### src/rtl/selthread_pkg.sv
// Shared constants and helpers for the N-thread issue selector.
package selthread_pkg;

  localparam logic PRIO_RR    = 1'b0;
  localparam logic PRIO_FIXED = 1'b1;

  localparam int DEF_NTHREAD = 4;
  localparam int DEF_NSTAGE  = 4;

  // Thread-ID width; never narrower than one bit.
  function automatic int tid_w(input int n);
    return (n > 1) ? $clog2(n) : 1;
  endfunction

endpackage

### src/rtl/thread_rr_pick.sv
// Combinational picker: rotate the eligible mask by the pointer (or not,
// in fixed-priority mode), priority-encode, then un-rotate the index.
module thread_rr_pick
  import selthread_pkg::*;
#(
  parameter int NTHREAD = DEF_NTHREAD,
  parameter int TW      = tid_w(NTHREAD)
) (
  input  logic [NTHREAD-1:0] elig,
  input  logic [TW-1:0]      ptr,
  input  logic               prio_mode,
  output logic               found,
  output logic [TW-1:0]      id
);

  logic [TW-1:0]      sh;
  logic [NTHREAD-1:0] rot;
  logic [TW-1:0]      off;
  logic [TW:0]        sum;

  // Fixed priority is just round-robin with the rotation forced to zero.
  assign sh  = (prio_mode == PRIO_FIXED) ? '0 : ptr;
  assign rot = NTHREAD'({elig, elig} >> sh);

  // Lowest set bit of the rotated mask is the winner.
  always_comb begin
    found = 1'b0;
    off   = '0;
    for (int k = NTHREAD - 1; k >= 0; k--) begin
      if (rot[k]) begin
        found = 1'b1;
        off   = TW'(k);
      end
    end
  end

  // Undo the rotation modulo NTHREAD (handles non-power-of-2 counts).
  assign sum = {1'b0, sh} + {1'b0, off};
  assign id  = (sum >= (TW+1)'(NTHREAD)) ? TW'(sum - (TW+1)'(NTHREAD)) : TW'(sum);

endmodule

### src/rtl/selthread_n_threading.sv
// N-thread fine-grained issue selector with per-stage thread tag tracking
// and flush-driven kill of in-flight entries.
module selthread_n_threading
  import selthread_pkg::*;
#(
  parameter int NTHREAD = DEF_NTHREAD,
  parameter int TW      = tid_w(NTHREAD),
  parameter int NSTAGE  = DEF_NSTAGE
) (
  input  logic                 clk,
  input  logic                 rst_n,
  input  logic                 en,
  input  logic [NTHREAD-1:0]   ready,
  input  logic [NTHREAD-1:0]   flush,
  input  logic                 prio_mode,
  output logic                 issue_v,
  output logic [TW-1:0]        dt,
  output logic [NTHREAD-1:0]   stall,
  output logic [TW-1:0]        ptr,
  output logic [NSTAGE-1:0]    stage_v,
  output logic [NSTAGE*TW-1:0] stage_t
);

  localparam int NP = 1 << TW;

  logic [NTHREAD-1:0]         elig;
  logic                       found;
  logic [TW-1:0]              pick_id;
  logic [NP-1:0]              fl_pad;
  logic [NSTAGE-1:0]          v_q, v_nxt;
  logic [NSTAGE-1:0][TW-1:0]  t_q, t_nxt;

  // A flushed thread is never eligible, so new entries never carry a dead tag.
  assign elig   = ready & ~flush;
  // Padded so any TW-bit tag indexes a real bit.
  assign fl_pad = NP'(flush);

  thread_rr_pick #(.NTHREAD(NTHREAD), .TW(TW)) u_pick (
    .elig      (elig),
    .ptr       (ptr),
    .prio_mode (prio_mode),
    .found     (found),
    .id        (pick_id)
  );

  assign issue_v = en & found;
  assign dt      = issue_v ? pick_id : '0;

  // Every ready thread that did not win this cycle stalls.
  always_comb begin
    stall = '0;
    for (int i = 0; i < NTHREAD; i++)
      stall[i] = ready[i] & ~(issue_v & (dt == TW'(i)));
  end

  // Shift or hold the tag pipe, then kill any entry whose thread is flushed.
  always_comb begin
    v_nxt = v_q;
    t_nxt = t_q;
    if (en) begin
      v_nxt[0] = issue_v;
      t_nxt[0] = dt;
      for (int k = 1; k < NSTAGE; k++) begin
        v_nxt[k] = v_q[k-1];
        t_nxt[k] = t_q[k-1];
      end
    end
    for (int k = 0; k < NSTAGE; k++)
      if (fl_pad[t_nxt[k]]) v_nxt[k] = 1'b0;
  end

  // Round-robin pointer: one past the last grant, in either mode.
  always_ff @(posedge clk or negedge rst_n) begin
    if (!rst_n)
      ptr <= '0;
    else if (issue_v)
      ptr <= (dt == TW'(NTHREAD - 1)) ? '0 : dt + TW'(1);
  end

  // Stage valid/tag registers.
  always_ff @(posedge clk or negedge rst_n) begin
    if (!rst_n) begin
      v_q <= '0;
      t_q <= '0;
    end else begin
      v_q <= v_nxt;
      t_q <= t_nxt;
    end
  end

  assign stage_v = v_q;
  assign stage_t = t_q;

endmodule

### config.mk
export PLATFORM = sky130hd
export DESIGN_NAME = selthread_n_threading
export DESIGN_NICKNAME = d
export VERILOG_FILES = /design/src/rtl/selthread_pkg.sv /design/src/rtl/thread_rr_pick.sv /design/src/rtl/selthread_n_threading.sv
export SDC_FILE = /design/constraint.sdc
export NUM_CORES = 1
export LEC_CHECK = 0
export CORE_MARGIN = 4
export CORE_UTILIZATION = 29
export DETAILED_ROUTE_END_ITERATION = 8
export GPL_TIMING_DRIVEN = 0
export SLEW_MARGIN = 20
export SYNTH_ARGS = -nofsm -noshare
export SYNTH_HDL_FRONTEND = slang
export SYNTH_HIERARCHICAL = 1
export SYNTH_SLANG_ARGS = --single-unit
### constraint.sdc
create_clock -name clk -period 3.6 [get_ports clk]
set_input_delay 0.72 -clock clk [delete_from_list [all_inputs] [get_ports clk]]
set_output_delay 0.72 -clock clk [all_outputs]
set_load 0.01 [all_outputs]
; Word level (Yosys, flattened, before mapping)
; Cells that the tools add are included.
[word_totals]
reg_bits = 14
in_bits = 12
elab_cells = 67
[classes]
add_sub_neg = 3
order_cmp = 5
eq_ne = 3
shifts = 1
mux = 26
bitwise = 15
n_reduce_logical = 5
[ops]
columns = cell, n
row1 = two-way mux 2 bit, 8
row2 = < comparator 2 x 3 -> 1 bit (second input constant), 4
row3 = two-way mux 1 bit, 12
row4 = AND 1 bit, 9
row5 = binary-select mux 1 bit (select 2 bit), 4
row6 = two-way mux 8 bit, 1
row7 = nonzero test 2 bit, 4
row8 = >> shifter 8 x 2 -> 4 bit, 1
row9 = AND 4 bit, 1
row10 = equality test 2 bit (second input constant), 2
row11 = two-way mux 4 bit, 1
row12 = NOT 1 bit, 4
row13 = NOT 4 bit, 1
row14 = adder 2 x 2 -> 3 bit, 1
row15 = greater-or-equal comparator 3 bit (second input constant), 1
row16 = adder 2 x 1 -> 2 bit (second input constant), 1
row17 = equality test 2 x 1 -> 1 bit (second input constant), 1
row18 = logical NOT 2 bit, 1
row19 = subtractor 2 x 1 -> 2 bit (second input constant), 1

; Depth between registers and ports, before layout
; Gate-level depths: netlist of the first run.
[logic_depth]
ltp_word = 15
mapped_depth = 9
ltp_nobuf = 9

; Cells and area by module
; The synthesis of the first run kept the hierarchy.
[by_module_without_submodules]
columns = mod, instances, cells_per_inst, area_per_inst_um2, seq_area_each_um2
row1 = selthread_n_threading, 1, 91, 908.4, 350.3
row2 = thread_rr_pick, 1, 16, 118.9, 0.0

; Worst setup path after synthesis of the first run
; No wires, ideal clock.
[synth_path]
path_type = input to output
start = input ready[0]
end = output stall[1]
arrival_ps = 2167
path_slack_ps = 713
cell_stages = 8
n_path_buf = 0
path_cell_list = nor2b_1 nor2b_2 a21oi_1 o221a_1 nand2_1 inv_1 ha_1 a21boi_0
[synth_between]
elab_chain_len = 14
elab_cells_between_ends = 20
cone_classes = add/sub: 2 / order compare: 1 / eq/ne: 1 / shift: 1 / mux: 10 / bitwise: 5
[synth_rtl]
columns = item, line
row1 = "start, declared", selthread_n_threading.sv:13  ; input logic [NTHREAD-1:0] ready,
row2 = AND 4 bit *, selthread_n_threading.sv:34  ; assign elig = ready & ~flush;
row3 = >> shifter 8 x 2 -> 4 bit *, thread_rr_pick.sv:23  ; assign rot = NTHREAD'({elig, elig} >> sh);
row4 = two-way mux 2 bit (3 in a row), thread_rr_pick.sv:30  ; if (rot[k]) begin
row5 = two-way mux 2 bit *, thread_rr_pick.sv:30
row6 = adder 2 x 2 -> 3 bit *, thread_rr_pick.sv:38  ; assign sum = {1'b0, sh} + {1'b0, off};
row7 = greater-or-equal comparator 3 bit or subtractor 2 x 1 -> 2 bit (tied branches), thread_rr_pick.sv:39  ; assign id = (sum >= (TW+1)'(NTHREAD)) ? TW'(sum - (TW+1)'(NTHREAD)) : TW'(sum);
row8 = two-way mux 2 bit *, thread_rr_pick.sv:39
row9 = via pick_id[0], selthread_n_threading.sv:28  ; logic [TW-1:0] pick_id;
row10 = two-way mux 2 bit *, selthread_n_threading.sv:47  ; assign dt = issue_v ? pick_id : '0;
row11 = via dt[0], selthread_n_threading.sv:17  ; output logic [TW-1:0] dt,
row12 = equality test 2 x 1 -> 1 bit *, selthread_n_threading.sv:53  ; stall[i] = ready[i] & ~(issue_v & (dt == TW'(i)));
row13 = AND 1 bit *, selthread_n_threading.sv:53
row14 = NOT 1 bit *, selthread_n_threading.sv:53
row15 = AND 1 bit *, selthread_n_threading.sv:53
row16 = "end, declared", selthread_n_threading.sv:18  ; output logic [NTHREAD-1:0] stall,
; Mark *: on every way through the listed nets, which the timed path passes. The rest lies on a longest branch.

; Final worst setup path of the first run
[layout_path]
start = input ready[0]
end = output stall[1]
[layout_between]
elab_chain_len = 14
elab_cells_between_ends = 20
cone_classes = add/sub: 2 / order compare: 1 / eq/ne: 1 / shift: 1 / mux: 10 / bitwise: 5
[layout_rtl]
columns = item, line
row1 = AND 4 bit *, selthread_n_threading.sv:34
row2 = via elig[0], selthread_n_threading.sv:26  ; logic [NTHREAD-1:0] elig;
row3 = >> shifter 8 x 2 -> 4 bit *, thread_rr_pick.sv:23
row4 = two-way mux 2 bit (3 in a row), thread_rr_pick.sv:30
row5 = two-way mux 2 bit *, thread_rr_pick.sv:30
row6 = adder 2 x 2 -> 3 bit *, thread_rr_pick.sv:38
row7 = greater-or-equal comparator 3 bit or subtractor 2 x 1 -> 2 bit (tied branches), thread_rr_pick.sv:39
row8 = two-way mux 2 bit *, thread_rr_pick.sv:39
row9 = via pick_id[0], selthread_n_threading.sv:28
row10 = two-way mux 2 bit *, selthread_n_threading.sv:47
row11 = equality test 2 x 1 -> 1 bit *, selthread_n_threading.sv:53
row12 = AND 1 bit *, selthread_n_threading.sv:53
row13 = NOT 1 bit *, selthread_n_threading.sv:53
row14 = AND 1 bit *, selthread_n_threading.sv:53
; Marks and branches as above.

==> results of run 1 <==
-- stage by stage --
stage | hold slack (ps) | instances
detailed placement | 518 | 185
finish | 533 | 189
global route | 566 | 189
global placement | 520 | 185
floorplan | 424 | 107
CTS | 538 | 189
-- sequential cells by signal (all words and copies together) (netlist names) --
register	cells
ptr	2
stage_t	8
stage_v	4
-- path summary, 6_finish.rpt --
| kind | from | to | slack, ps | depth (start not counted) |
|---|---|---|---|---|
| worst max-delay path | ready[0] | stall[1] | 150 | 10 |
| worst min-delay path | ptr[0] | ptr[0] | 530 | 2 |
| worst max register to register | ptr[0] | stage_v[0] | 1940 | 7 |
| worst min register to register | ptr[0] | ptr[0] | 530 | 2 |
| max in group asynchronous | rst_n | stage_t[1] | 2350 | 1 |
| min in group asynchronous | rst_n | ptr[0] | 830 | 1 |
-- cells in the mapped netlist (all sizes together), types with 2 or more instances --
cell type / n / area share
a211oi: 7 / 0.068
a21boi: 4 / 0.029
a21oi: 5 / 0.024
buf: 2 / 0.022
dfrtp: 14 / 0.34
ha: 4 / 0.049
inv: 11 / 0.043
mux2: 5 / 0.055
mux2i: 8 / 0.078
nand2: 14 / 0.051
nand2b: 2 / 0.019
nand3: 6 / 0.029
nor2: 2 / 0.0073
nor2b: 5 / 0.033
nor4: 2 / 0.012
o21ai: 5 / 0.028
-- where the power goes --
group	leakage (nW)	internal (mW)	switching, mW
clock	0.0210	0.0616	0.0505
sequential	0.184	0.181	0.0333
combinational	0.438	0.112	0.0994
-- what timing repair did --
item | 4_1_cts | 5_1_grt
hold buffers | 0 | 0
setup buffers | 0 | 0
resized for setup | 16 | 0
setup endpoints to repair | 6 | 0
endpoints found under the hold margin | 0 | 0
-- kinds of logic (layout without fill, tap and decap cells) --
family	count (synthesis)	after routing
compound gates	29	29
fa+ha+maj	4	4
buf+inv	13	49
flops	14	14
mux	14	14
simple gates	33	33
-- layer usage --
layer  track usage  vias up  share of wire
li1              -      466              -
met1         0.158      461           0.44
met2         0.210       26           0.50
met3        0.0383        4          0.043
met4        0.0557        0          0.016
met5             0        -              0
-- critical path, delay by kind of cell --
| family | cells | cell delay [ps] |
|---|---|---|
| compound gates | 3 | 490 |
| fa+ha+maj | 1 | 190 |
| buf+inv | 3 | 840 |
| simple gates | 3 | 490 |
-- layout make-up --
cell class	instances	area (sq um)	area share
timing repair buffer	32	310	0.213
inverter	11	43.8	0.0301
clock buffer	4	36.3	0.0249
tap	46	57.6	0.0395
sequential	14	350	0.241
multi-input combinational	80	636	0.436
buffer	2	22.5	0.0155
==> qor_table.md, run 1 <==
| Parameter | Value |
|:---|:---|
| Commonest cells after routing, fill and taps aside | clkdlybuf4s50_1, dfrtp_1, nand2_1, inv_1 |
| Req. time, crit path | 2880 ps |
| Detail-routed net length per standard cell | 14.0 microns |
| Arrival @ worst endpoint | 2730 ps |
| Sequential cell area fraction in the yosys report | 0.341 |
| Clock Tree Buf Depth | 2 |
| Number of warnings issued by yosys | 6 |
| Standard cell with the maximum stage delay on the critical path | clkdlybuf4s50_1 |
| Htree depth | 1 |
| IR Drop Worst-Case VDD | 0.000177 V |
| Simple-gate portion of the synthesized area | 0.172 |
| Number of rows created at floorplan | 21 |
| Setup repair after global routing missed its margin | false |
| Most common flop cell mapped by yosys | dfrtp_1 |
| Number of global-route vias before repair | 939 |
| Routed vias/inst | 5.06 |
| Clock Tree Root | clkbuf_4 |
| Status | complete, no violations |
| Transition time of the tightest slew-check pin | 654 ps |
| Number of setup violations in the final report | 0 |
| Area after detailed placement | 0.00141 sq mm |
| Share of async-settable or async-resettable flops after synthesis | 1.00 |
| Overall power consumption | 538 uW |
| Final worst slack | 149 ps |
| Final core utilization | 0.430 |
| Starting utilization of the core area | 0.303 |
| Total die area | 0.00456 sq mm |
| Register bit count reported by yosys | 14 |
| Maximum number of pins on one net before global-route repair | 15 |
| Kind of end point of the critical path | output pin |
| CTS clk-pin slew, worst paths | 80 ps |
| Complex-gate fraction of the synthesized area | 0.219 |
| Number of enable flip-flop cells after synthesis | 0 |
| Number of buffers inserted during clock tree synthesis | 3 |
| Number of top-level design ports | 33 |
| Horizontal extent of the die | 67.5 microns |
| DRC violation count after routing | 0 |
| Max Clock Freq | 0.290 GHz |
| Post-Place Worst Slack | -565 ps |
| Antenna-violating nets left | 0 |
| Net count after synthesis | 123 |
| Worst-skew pair later-pin latency | 280 ps |
| Cell area after layout | 0.00146 sq mm |
| Mean instance size in the synthesized netlist | 9.60 sq um |
| Port bufs | 32 |
| Share of cells above drive strength 1 | 0.175 |
| Post-route clock skew | 1.33 ps |
| Slew headroom | 0.563 |
| XOR/XNOR Fraction of Synth Area | 0 |
| TritonCTS clock tree | done |
| Tmin final | 3450 ps |
| GRT Util Overall | 0.129 |
| Hold/Removal Path Class | register to register |
| Total core area | 0.00339 sq mm |
| Synthesized cell area | 0.00103 sq mm |
| Iteration-0 DRC Markers | 63 |
| Main combinational cell family by area after synthesis | compound AO/OA/AOI/OAI gates |
| Routability congestion estimate from global placement | 0.839 |
| Antenna diode count | 0 |
| Net count of the finished layout | 160 |
| Most common library cell in the layout ignoring fill and taps | clkdlybuf4s50_1 |
| Arithmetic-cell share of the synthesized area counting full adders, half adders and majority gates | 0.0487 |
| Max-cap viol count | 0 |
| Post-Synthesis Cells | 107 |
| Sink count of the clock tree | 14 |
| Setup Crit Path Kind | input port to output pin |
| Height of the die | 67.5 microns |
| DP Wirelength | 2070 microns |
| Final period util | 0.959 |
| Relative area change from synthesis to final layout | 41.8% |
| Routed via count | 957 |
| Number of different library cells in the post-synthesis netlist | 34 |
| First-pass detailed-route iteration total | 4 |
| Ordered cell list for the critical path | clkdlybuf4s50_1 > nor2b_4 > nor2b_2 > a21oi_1 > o221a_1 > nand2_2 > inv_1 > ha_1 > a21boi_0 > dlygate4sd2_1 |
| Global-route wire length before repair | 4420 microns |
| Grt total ovfl | 0 |
| Worst-path maximum fanout | 5 |
| Number of antenna violations at the first check in global routing | 0 |
| Multiplexer area fraction after synthesis | 0.155 |
| Fill cell instance count of the final layout | 314 |
| Power density over the cells | 370 mW/mm^2 |
| Count of endpoints failing hold in the final timing report | 0 |
| Type of origin of the critical path | input port |
| Largest incremental delay on the critical path | 470 ps |
| Pins Over Slew Limit | 0 |
| Setup tns final | 0 ps |
| Leakage | 0.643 nW |
| Routed WL | 2640 microns |
No activity file was read; power rests on OpenSTA's default activity.
==> run 2: changes to the inputs <==
- CORE_UTILIZATION: 29 -> 45
- PLACE_DENSITY: unset -> 0.75
- clock period: 3.6 -> 4.02 ns (I/O delays scaled with it)
==> run 2 against run 1 <==
Clock power down 12%. Sequential power down 11%. Critical path type unchanged. Utilization up 23 points. Highest routed layer unchanged. Critical endpoint is now stall[3]. Sequential share of layout area up 0.083 points. Total power down 10%. Worst hold slack better by 36 ps.
==> qor_table.md, run 2 (synthesized netlist as in run 1, its figures left out) <==
| Parameter | Value | vs previous |
|:---|:---|:---|
| Post-CTS Setup Bufs | 0 | unchanged |
| Worst-path maximum fanout | 5 | unchanged |
| Post-CTS Hold Fix Bufs | 0 | unchanged |
| Maximum number of pins on one net before global-route repair | 15 | unchanged |
| Clock Tree Root | clkbuf_4 |  |
| Worst hold slack | 568 ps | +35.7 ps |
| Setup repair after global routing missed its margin | false |  |
| Number of global-route vias before repair | 879 | -6.4% |
| Most common library cell in the layout ignoring fill and taps | clkdlybuf4s50_1 |  |
| Port bufs | 32 | unchanged |
| Number of rows created at floorplan | 17 | -19% |
| CTS clk-pin slew, worst paths | 80 ps | about the same |
| Net count of the finished layout | 160 | unchanged |
| Routed via count | 934 | -2.4% |
| Total core area | 0.00219 sq mm | -35% |
| Max Clock Freq | 0.260 GHz |  |
| Htree depth | 1 | unchanged |
| Power density over the cells | 332 mW/mm^2 | -10% |
| Fill cell instance count of the final layout | 189 | -40% |
| Share of cells above drive strength 1 | 0.182 | +0.00699 |
| Number of top-level design ports | 33 | unchanged |
| Antenna-violating nets left | 0 | unchanged |
| Setup Crit Path Kind | input port to output pin |  |
| Area after detailed placement | 0.00138 sq mm | -1.6% |
| Routability congestion estimate from global placement | 0.757 | -9.8% |
| Status | complete, no violations |  |
| Height of the die | 55.8 microns | -17% |
| IR Drop Worst-Case VDD | 0.000260 V | +47% |
| Number of buffers inserted during clock tree synthesis | 3 | unchanged |
| GRT Util Overall | 0.175 | +0.0454 |
| Minimum setup slack among reg-to-reg paths | 2370 ps | +430 ps |
| Overall power consumption | 482 uW | -10% |
| Global-route wire length before repair | 4350 microns | -1.6% |
| Post-cts gate resize count | 4 | -12 |
| Relative area change from synthesis to final layout | 41.3% |  |
| Cell area after layout | 0.00145 sq mm | -0.34% |
| Kind of end point of the critical path | output pin |  |
| Starting utilization of the core area | 0.469 | +0.166 |
| Total die area | 0.00311 sq mm | -32% |
| Post-Place Worst Slack | -263 ps | +301 ps |
| Transition time of the tightest slew-check pin | 623 ps | -31.3 ps |
| Post-route clock skew | 0.489 ps | -0.845 ps |
| Tmin final | 3850 ps |  |
| Comb power frac | 0.397 | +0.004 |
| Clock Tree Buf Depth | 2 | unchanged |
| Count of endpoints failing hold in the final timing report | 0 | unchanged |
| Commonest cells after routing, fill and taps aside | clkdlybuf4s50_1, dfrtp_1, nand2_1, inv_1, mux2i_1 |  |
| Number of antenna violations at the first check in global routing | 0 | unchanged |
| Number of placed cells counting well taps | 167 | -9.7% |
| Final period util | 0.958 |  |
| Grt total ovfl | 0 | unchanged |
| DRC violation count after routing | 0 | unchanged |
| Net switching power of the design | 162 uW | -12% |
| Type of origin of the critical path | input port |  |
| Internal power of the cells | 320 uW | -9.7% |
| Slew headroom | 0.584 | +0.0210 |
| Hold/Removal Path Class | register to register |  |
| Net switching fraction of the power | 0.336 | -0.00491 |
| Number of setup violations in the final report | 0 | unchanged |
| Final std cells w/o fill | 171 | -9.5% |
| Req. time, crit path | 3220 ps | +340 ps |
| Iteration-0 DRC Markers | 20 | -68% |
| Antenna diode count | 0 | unchanged |
| Leakage | 0.662 nW | +2.9% |
| TritonCTS clock tree | done |  |
| Pins Over Slew Limit | 0 | unchanged |
| Final worst slack | 167 ps | +18.4 ps |
| Clock network fraction of design power | 0.204 | -0.004 |
| Routed vias/inst | 5.46 | +7.9% |
| Flip-flop count of the largest register after layout | 8 | unchanged |
| Sink count of the clock tree | 14 | unchanged |
| First-pass detailed-route iteration total | 4 | unchanged |
| Part of the total power dissipated in sequential elements | 0.399 | about the same |
| Routed WL | 2520 microns | -4.7% |
| Horizontal extent of the die | 55.8 microns | -17% |
| Max-cap viol count | 0 | unchanged |
| Detail-routed net length per standard cell | 14.7 microns | +5.3% |
| Worst-skew pair later-pin latency | 280 ps | about the same |
| Arrival @ worst endpoint | 3050 ps | +320 ps |
| DP Wirelength | 2000 microns | -3.4% |
run 2: changes by cell type in the layout (fill, tap and decap cells not counted), sizes merged:
cell / previous run / this run
dlygate4sd2: 8 / 2
dlymetal6s2s: 0 / 3
clkdlybuf4s50: 24 / 27
run 2: path summary, 6_finish.rpt:
kind | from | to | depth (start not counted)
max | ready[0] | stall[3] | 10
min | stage_v[0] | stage_v[0] | 2
max reg2reg | ptr[0] | stage_v[0] | 7
min reg2reg | stage_v[0] | stage_v[0] | 2
max in group asynchronous | rst_n | stage_t[6] | 1
min in group asynchronous | rst_n | stage_v[3] | 1
run 2: layout make-up:
cell class,count,area (sq um),share of cell area
multi-input cells,80,638,0.440
flip-flops and latches,14,350,0.241
repair buffers,32,325,0.224
inverters,11,43.8,0.0302
clock buffers,4,36.3,0.0250
well taps,28,35.0,0.0241
plain buffers,2,22.5,0.0155
run 2: per-layer routing:
metal	vias to the layer above	global-route usage	part of all wire
li1	459	-	-
met1	440	0.234	0.45
met2	31	0.272	0.49
met3	4	0.0580	0.054
met4	0	0.0417	0.0083
met5	-	0	0
run 2: critical path: stages:
cell             delay, ps
clkdlybuf4s50_1        480
nor2b_4                190
nor2b_2                180
a21oi_1                 50
o221a_1                280
nand2_2                110
inv_1                   70
ha_1                   190
a21boi_0               140
clkdlybuf4s50_1        560
run 2: power by group through the flow:
stage          combinational, mW  clock [mW]  sequential, mW
2_1_floorplan             0.0897           0           0.200
3_5_place_dp               0.188           0           0.195
6_report                   0.191      0.0985           0.192
5_1_grt                    0.209       0.107           0.198
4_1_cts                    0.189       0.102           0.193
3_3_place_gp               0.185           0           0.193
run 2: per-stage QoR:
| stage | util | setup TNS, ps |
|---|---|---|
| after floorplan | - | 0 |
| after global placement | 0.631 | -648 |
| after detailed placement | 0.631 | -857 |
| after CTS | 0.649 | 0 |
| after global routing | 0.662 | 0 |
| final | 0.662 | 0 |
==> run 3: changes to the inputs <==
- RECOVER_POWER: unset -> 50
==> run 3 against run 2 <==
Sequential share of layout area is 0.13 points higher. Wire length grew 0.24%. Total power decreased by 0.20%. Global-route usage is the same. Critical path type unchanged.
==> qor_table.md, run 3 (synthesized netlist as in run 1, its figures left out) <==
| Parameter | Value | vs previous |
|:---|:---|:---|
| Max-cap viol count | 0 | unchanged |
| Fill cell instance count of the final layout | 191 | +1.1% |
| Height of the die | 55.8 microns | unchanged |
| GRT Util Overall | 0.175 | unchanged |
| Global-route wire length before repair | 4350 microns | unchanged |
| Slew headroom | 0.582 | -0.00144 |
| Status | complete, no violations |  |
| Worst-path maximum fanout | 5 | unchanged |
| Tmin final | 3850 ps | -0.360 ps |
| Antenna-violating nets left | 0 | unchanged |
| Count of endpoints failing hold in the final timing report | 0 | unchanged |
| CTS clk-pin slew, worst paths | 80 ps | about the same |
| Relative area change from synthesis to final layout | 40.6% |  |
| Number of rows created at floorplan | 17 | unchanged |
| Number of top-level design ports | 33 | unchanged |
| Final period util | 0.958 | about the same |
| Clock Tree Root | clkbuf_4 |  |
| Setup Crit Path Kind | input port to output pin |  |
| Leakage | 0.662 nW | about the same |
| Total die area | 0.00311 sq mm | unchanged |
| Iteration-0 DRC Markers | 22 | +10% |
| Post-Place Worst Slack | -263 ps | unchanged |
| Routed vias/inst | 5.50 | +0.64% |
| Starting utilization of the core area | 0.469 | unchanged |
| Max Clock Freq | 0.260 GHz | about the same |
| Net count of the finished layout | 160 | unchanged |
| Flip-flop and latch area | 350 sq um | unchanged |
| Total core area | 0.00219 sq mm | unchanged |
| Horizontal extent of the die | 55.8 microns | unchanged |
| Flip-flop count of the largest register after layout | 8 | unchanged |
| Port bufs | 32 | unchanged |
| Maximum number of pins on one net before global-route repair | 15 | unchanged |
| Power density over the cells | 333 mW/mm^2 | +0.32% |
| First-pass detailed-route iteration total | 4 | unchanged |
| TritonCTS clock tree | done |  |
| Commonest cells after routing, fill and taps aside | clkdlybuf4s50_1, dfrtp_1, nand2_1, inv_1, mux2i_1 |  |
| Grt total ovfl | 0 | unchanged |
| Clock Tree Buf Depth | 2 | unchanged |
| Number of global-route vias before repair | 879 | unchanged |
| Final worst slack | 167 ps | +0.360 ps |
| Number of antenna violations at the first check in global routing | 0 | unchanged |
| Area of the multi-input gates | 638 sq um | unchanged |
| IR Drop Worst-Case VDD | 0.000260 V | +0.14% |
| Post-CTS Hold Fix Bufs | 0 | unchanged |
| Setup repair after global routing missed its margin | false |  |
| Routability congestion estimate from global placement | 0.757 | unchanged |
| Antenna diode count | 0 | unchanged |
| Req. time, crit path | 3220 ps | about the same |
| Number of buffers inserted during clock tree synthesis | 3 | unchanged |
| Routed via count | 940 | +0.64% |
| DRC violation count after routing | 0 | unchanged |
| Final core utilization | 0.659 | -0.00343 |
| Type of origin of the critical path | input port |  |
| Worst-skew pair later-pin latency | 280 ps | about the same |
| Share of cells above drive strength 1 | 0.168 | -0.0140 |
| DP Wirelength | 2000 microns | unchanged |
| Post-route clock skew | 0.734 ps | +0.244 ps |
| Kind of end point of the critical path | output pin |  |
| Number of setup violations in the final report | 0 | unchanged |
| Most common library cell in the layout ignoring fill and taps | clkdlybuf4s50_1 |  |
| Detail-routed net length per standard cell | 14.8 microns | +0.24% |
| Arrival @ worst endpoint | 3050 ps | about the same |
| Hold/Removal Path Class | register to register |  |
| Routed WL | 2520 microns | +0.24% |
| Pins Over Slew Limit | 0 | unchanged |
| Transition time of the tightest slew-check pin | 625 ps | +2.06 ps |
| Htree depth | 1 | unchanged |
| Sink count of the clock tree | 14 | unchanged |
[run 3: cell count changes in the layout (fill, tap and decap cells not counted), sizes merged]
cell,previous run,this run
buf,2,1
clkbuf,4,5
clkdlybuf4s50,27,24
dlygate4sd3,0,3
[run 3: final timing paths]
path	startpoint	end	slack (ps)	cells after the start
min in group asynchronous	rst_n	stage_v[3]	970	1
worst min-delay path	stage_v[0]	stage_v[0]	570	2
worst max register to register	ptr[0]	stage_v[0]	2360	7
max in group asynchronous	rst_n	stage_t[6]	2650	1
worst min register to register	stage_v[0]	stage_v[0]	570	2
worst max-delay path	ready[0]	stall[3]	170	10
[run 3: worst max-delay path: stages]
cell and delay, ps:
clkdlybuf4s50_1 480, nor2b_4 190, nor2b_2 180, a21oi_1 50
o221a_1 280, nand2_2 110, inv_1 70, ha_1 190
a21boi_0 140, clkdlybuf4s50_1 560
[run 3: routing by layer]
metal,vias up,global-route usage,share of wire
li1,459,-,-
met5,-,0,0
met2,33,0.272,0.49
met1,444,0.234,0.45
met3,4,0.0580,0.050
met4,0,0.0417,0.0083
[run 3: cell type report]
class / count / area share
Buffer: 2 / 0.0104
Sequential cell: 14 / 0.243
Tap cell: 28 / 0.0243
Multi-Input combinational cell: 80 / 0.442
Inverter: 11 / 0.0303
Timing Repair Buffer: 32 / 0.225
Clock buffer: 4 / 0.0251
[run 3: per-stage QoR]
step	hold WS (ps)	instance area [sq um]	TNS [ps]	total power [mW]	cells
floorplan	508	1030	0	0.289	107
global placement	517	1380	-648	0.378	167
detailed placement	558	1380	-857	0.384	167
CTS	570	1420	0	0.484	171
global route	596	1440	0	0.512	171
finish	568	1440	0	0.481	171
[run 3: report_power, final]
part	internal, mW	switching (mW)	leakage, nW	total, mW
Sequential	0.162	0.0302	0.184	0.193
Clock	0.0552	0.0436	0.0210	0.0988
Combinational	0.101	0.0888	0.457	0.190
Total	0.319	0.163	0.662	0.481
[run 3: what timing repair did]
item,CTS,global route
pin swaps,0,0
resized for setup,4,10
setup buffers,0,0
cloned,0,0
setup endpoints to repair,4,4
